## src/rtl/spi_slave_tx.sv

```systemverilog
// SPI mode-0 slave transmitter: 1-entry holding buffer, MSB-first shift
// out on miso, with sclk/cs oversampled in the clk domain.
module spi_slave_tx #(
  parameter int DATA_W      = 8,
  parameter int SYNC_STAGES = 2
) (
  input  logic              clk,
  input  logic              rst,
  input  logic [DATA_W-1:0] tx_data,
  input  logic              tx_valid,
  output logic              tx_ready,
  input  logic              sclk,
  input  logic              cs,
  output logic              miso,
  output logic              miso_oe,
  output logic              tx_done,
  output logic              underrun
);

  localparam int CNT_W = $clog2(DATA_W + 1);
  localparam logic [CNT_W-1:0] CNT_LAST = CNT_W'(DATA_W - 1);
  localparam logic [CNT_W-1:0] CNT_MAX  = CNT_W'(DATA_W);

  localparam logic [1:0] IDLE  = 2'd0;
  localparam logic [1:0] SHIFT = 2'd1;
  localparam logic [1:0] DONE  = 2'd2;

  logic [SYNC_STAGES-1:0] sclk_sync_q;
  logic [SYNC_STAGES-1:0] cs_sync_q;
  logic                   sclk_dly_q;
  logic                   cs_dly_q;
  logic                   sclk_s;
  logic                   cs_s;
  logic                   sclk_rise;
  logic                   sclk_fall;
  logic                   cs_rise;
  logic                   cs_fall;

  logic [1:0]        state_q, state_d;
  logic [DATA_W-1:0] shift_q, shift_d;
  logic [DATA_W-1:0] hold_q, hold_d;
  logic              hold_full_q, hold_full_d;
  logic [CNT_W-1:0]  bit_cnt_q, bit_cnt_d;
  logic              done_q, done_d;
  logic              unr_q, unr_d;
  logic              accept;

  // cs chain resets to deasserted so reset release never looks like a frame
  always_ff @(posedge clk or negedge rst) begin
    if (!rst) begin
      sclk_sync_q <= '0;
      cs_sync_q   <= '1;
      sclk_dly_q  <= 1'b0;
      cs_dly_q    <= 1'b1;
    end else begin
      sclk_sync_q <= {sclk_sync_q[SYNC_STAGES-2:0], sclk};
      cs_sync_q   <= {cs_sync_q[SYNC_STAGES-2:0], cs};
      sclk_dly_q  <= sclk_s;
      cs_dly_q    <= cs_s;
    end
  end

  assign sclk_s    = sclk_sync_q[SYNC_STAGES-1];
  assign cs_s      = cs_sync_q[SYNC_STAGES-1];
  assign sclk_rise = sclk_s & ~sclk_dly_q;
  assign sclk_fall = ~sclk_s & sclk_dly_q;
  assign cs_rise   = cs_s & ~cs_dly_q;
  assign cs_fall   = ~cs_s & cs_dly_q;

  assign tx_ready = ~hold_full_q;
  assign accept   = tx_valid & ~hold_full_q;

  always_comb begin
    state_d     = state_q;
    shift_d     = shift_q;
    hold_d      = hold_q;
    hold_full_d = hold_full_q;
    bit_cnt_d   = bit_cnt_q;
    done_d      = 1'b0;
    unr_d       = 1'b0;
    if (accept) begin
      hold_d      = tx_data;
      hold_full_d = 1'b1;
    end
    case (state_q)
      IDLE: begin
        if (cs_fall) begin
          state_d   = SHIFT;
          bit_cnt_d = '0;
          if (hold_full_q) begin
            shift_d     = hold_q;
            hold_full_d = 1'b0;
          end else begin
            shift_d = '0;
            unr_d   = 1'b1;
          end
        end
      end
      SHIFT: begin
        if (cs_rise) begin
          state_d = IDLE;
        end else if (sclk_rise) begin
          bit_cnt_d = bit_cnt_q + 1'b1;
          if (bit_cnt_q == CNT_LAST) begin
            done_d  = 1'b1;
            state_d = DONE;
          end
        end else if (sclk_fall && bit_cnt_q < CNT_MAX) begin
          shift_d = {shift_q[DATA_W-2:0], 1'b0};
        end
      end
      DONE: begin
        if (cs_rise) state_d = IDLE;
      end
      default: state_d = IDLE;
    endcase
  end

  always_ff @(posedge clk or negedge rst) begin
    if (!rst) begin
      state_q     <= IDLE;
      shift_q     <= '0;
      hold_q      <= '0;
      hold_full_q <= 1'b0;
      bit_cnt_q   <= '0;
      done_q      <= 1'b0;
      unr_q       <= 1'b0;
    end else begin
      state_q     <= state_d;
      shift_q     <= shift_d;
      hold_q      <= hold_d;
      hold_full_q <= hold_full_d;
      bit_cnt_q   <= bit_cnt_d;
      done_q      <= done_d;
      unr_q       <= unr_d;
    end
  end

  assign miso     = (state_q == SHIFT) & shift_q[DATA_W-1];
  assign miso_oe  = (state_q != IDLE);
  assign tx_done  = done_q;
  assign underrun = unr_q;

endmodule

```

## config.mk

```make
export PLATFORM = sky130hd
export DESIGN_NAME = spi_slave_tx
export DESIGN_NICKNAME = d
export VERILOG_FILES = /design/src/rtl/spi_slave_tx.sv
export SDC_FILE = /design/constraint.sdc
export NUM_CORES = 1
export LEC_CHECK = 0
export ABC_AREA = 1
export CORE_MARGIN = 2
export CORE_UTILIZATION = 53
export CTS_CLUSTER_SIZE = 28
export DETAILED_ROUTE_END_ITERATION = 10
export GPL_ROUTABILITY_DRIVEN = 1
export PLACE_DENSITY = 0.77
export SKIP_LAST_GASP = 1
export SLEW_MARGIN = 25
export SYNTH_ARGS = -nofsm -noshare
export SYNTH_HDL_FRONTEND = slang
export SYNTH_SLANG_ARGS = --single-unit
```

## constraint.sdc

```tcl
create_clock -name clk -period 1.8 [get_ports clk]
set_clock_uncertainty 0.15 [all_clocks]
set_input_delay 0.27 -clock clk [delete_from_list [all_inputs] [get_ports clk]]
set_output_delay 0.27 -clock clk [all_outputs]
set_load 0.05 [all_outputs]
```

==> key figures <==
Critical path
  • Critical-path top delay cell: dfrtp_1
  • Cells on worst reg2reg path: 6
  • Critical Setup Path Class: register to output port
  • CP cell instances: inv_1, nand2_1, nor2_2, buf_12
  • Worst EP arrival: 1280 ps
  • Slowest cell delay on critical path: 450 ps
  • WP buf/inv: 2
  • Setup crit end kind: output port
  • CP required: 1380 ps
  • Delay-heaviest family, CP: flip-flops
  • Reg2Reg Capture Point: shift_q[7]
  • CP Launch Type: register
  • Crit-path max FO: 5
  • R2r startpoint: state_q[1]
  • R2r setup slk: 320 ps

Route
  • Pre-antenna DRT Iters: 4
  • Routed wire length: 2640 µm
  • DR WL/cell: 12.6 µm
  • Vias per inst: 5.16
  • Iter 0 DRT Violations: 27
  • Residual DRC: 0
  • Post-route ant nets: 0
  • Routed vias: 1083

Final layout
  • Commonest non-fill, non-tap cells in the layout: nand2_1 (58), dfrtp_1 (28), nand3_1 (20)
  • Layout cell share with drive strength beyond 1: 19.4%
  • Most common cell after layout, fill and taps aside: nand2_1
  • Filler cells: 193
  • Layout net count: 193
  • Inserted Diodes: 0
  • Area grow syn2layout: 20.7%
  • Non-Filler Instances: 210
  • Design Area, Final: 0.00168 mm²

Placement
  • Post-Place Cells: 202
  • Pre-CTS WS: 275 ps
  • DP Area: 0.00162 mm²
  • IO Port Bufs: 17
  • HPWL Detailed: 1960 µm
  • GPL Wtd Cong: 0.762

CTS
  • CTS tree: built
  • Total clock sinks: 31
  • Clock-pin slew on the worst setup and hold paths: 90 ps
  • CTS buffer count: 5
  • H-tree Lvls: 2
  • Post-CTS Setup Bufs: 0
  • Latest clock arrival within the worst-skew pair: 330 ps
  • CTS Hold Bufs: 0
  • Clock buffer depth: 2
  • Root Driver: clkbuf_4
  • Post-CTS sizing: 0

Run
  • MaxCap Viol Count: 0

Logic synthesis
  • Syn Std Cell Area: 0.00140 mm²
  • #FFs+latches synth: 31
  • Seq/Total Area, Yosys: 55.9%
  • Synth cell types: 22
  • Mapped Nets: 168
  • YS warnings: 0
  • Mean Syn Cell Area: 9.06 µm²
  • Cells after Synth: 154

Global routing
  • Largest net degree at the start of global routing: 32
  • First-pass GRT wire length: 4620 µm
  • Antenna violations before repair: 0
  • Vias in the first global route: 1077
  • GRT Util Overall: 19.5%
  • Grt total ovfl: 0

Die
  • Core area: 0.00248 mm²
  • Die footprint: 0.00306 mm²
  • I/O pin count: 18
  • Die Height: 55.3 µm
  • Cell row count: 18
  • Die Wd: 55.3 µm
  • Initial Util: 56.3%

Timing
  • TNS Setup: 0 ps
  • Final WS setup: 98.2 ps
  • Slew Limit Fails: 0
  • Tmin final: 1700 ps
  • Rel. slew slack: 71.7%
  • Worst-Margin Slew: 425 ps
  • Final Hold Slack: 164 ps
  • Final setup vio count: 0
  • Final Hold Viols: 0
  • Fmax: 588 MHz
  • Final period util: 94.5%
  • RSZ-0062 raised after global routing: no

Pwr
  • Power Dens Cells: 1370 mW/mm²
  • Leakage: 0.869 nW
  • Peak VDD IR: 0.963 mV

Min path
  • Hold WC Path Type: primary input to asynchronous set/reset pin

Run status
  • Status: finished clean
-- power by group --
| part | total, W | internal, W | switching (W) |
|---|---|---|---|
| clock | 0.000413 | 0.000189 | 0.000224 |
| combinational | 0.000827 | 0.000360 | 0.000467 |
| sequential | 0.00107 | 0.000924 | 0.000149 |
| total | 0.00231 | 0.00147 | 0.000840 |
-- layer usage --
| metal | track usage, % | share of wire [%] | vias up |
|---|---|---|---|
| li1 | - | - | 542 |
| met1 | 22.9 | 42 | 516 |
| met2 | 33.0 | 53 | 20 |
| met3 | 5.85 | 4.3 | 5 |
| met4 | 8.71 | 0.95 | 0 |
| met5 | 0 | 0 | - |
-- state kept, by name, summed over array words and instances, names as in the netlist --
name and count:
bit_cnt_q 4, cs_dly_q 1, cs_sync_q 2, hold_full_q 1, hold_q 8, sclk_dly_q 1, sclk_sync_q 2, shift_q 8
state_q 2, tx_done 1, underrun 1
-- synthesized netlist by cell type (all sizes together) --
cell type	instances	area share (%)
nor2	11	3.5
mux2	7	5.7
o21ai	2	0.99
ha	1	0.90
dfrtp	28	50
nand2	62	18
inv	11	3.0
dfstp	3	5.7
nand4	1	0.45
buf	3	1.7
nor3	1	0.36
nand3	21	7.9
nor3b	1	0.54
a21oi	2	0.72
-- how the worst max path moves through the flow --
stage | from | to | cells after the start
2_1_floorplan | state_q[1] | miso | 4
3_3_place_gp | tx_valid | hold_q[3] | 3
3_5_place_dp | tx_valid | hold_q[3] | 3
4_1_cts | state_q[1] | miso | 4
5_1_grt | state_q[1] | miso | 4
6_report | state_q[1] | miso | 4
-- logic make-up (layout without fill, tap and decap cells) --
group	Yosys count	count (layout)	synth area share (%)
AO/OA/AOI/OAI	4	4	1.70
adder cells (fa/ha/maj)	1	1	0.897
buffers and inverters	14	40	4.66
flip-flops	31	31	55.9
multiplexers	7	7	5.65
AND/OR/NAND/NOR	97	97	31.2
-- cell type report --
type / count / area [µm²] / area share (%)
timing repair buffer: 21 / 213 / 12.6
clock inverter: 1 / 5.00 / 0.297
inverter: 11 / 41.3 / 2.45
clock buffer: 7 / 55.1 / 3.27
multi-input combinational: 109 / 553 / 32.8
sequential: 31 / 779 / 46.3
tap: 30 / 37.5 / 2.23
-- through the flow --
stage / total power (W) / utilization (%)
2_1_floorplan: 0.00163 / -
3_3_place_gp: 0.00186 / 65.5
3_5_place_dp: 0.00191 / 65.5
4_1_cts: 0.00233 / 67.9
5_1_grt: 0.00248 / 68.0
6_report: 0.00231 / 68.0
Power figures use the tool's default switching activity.
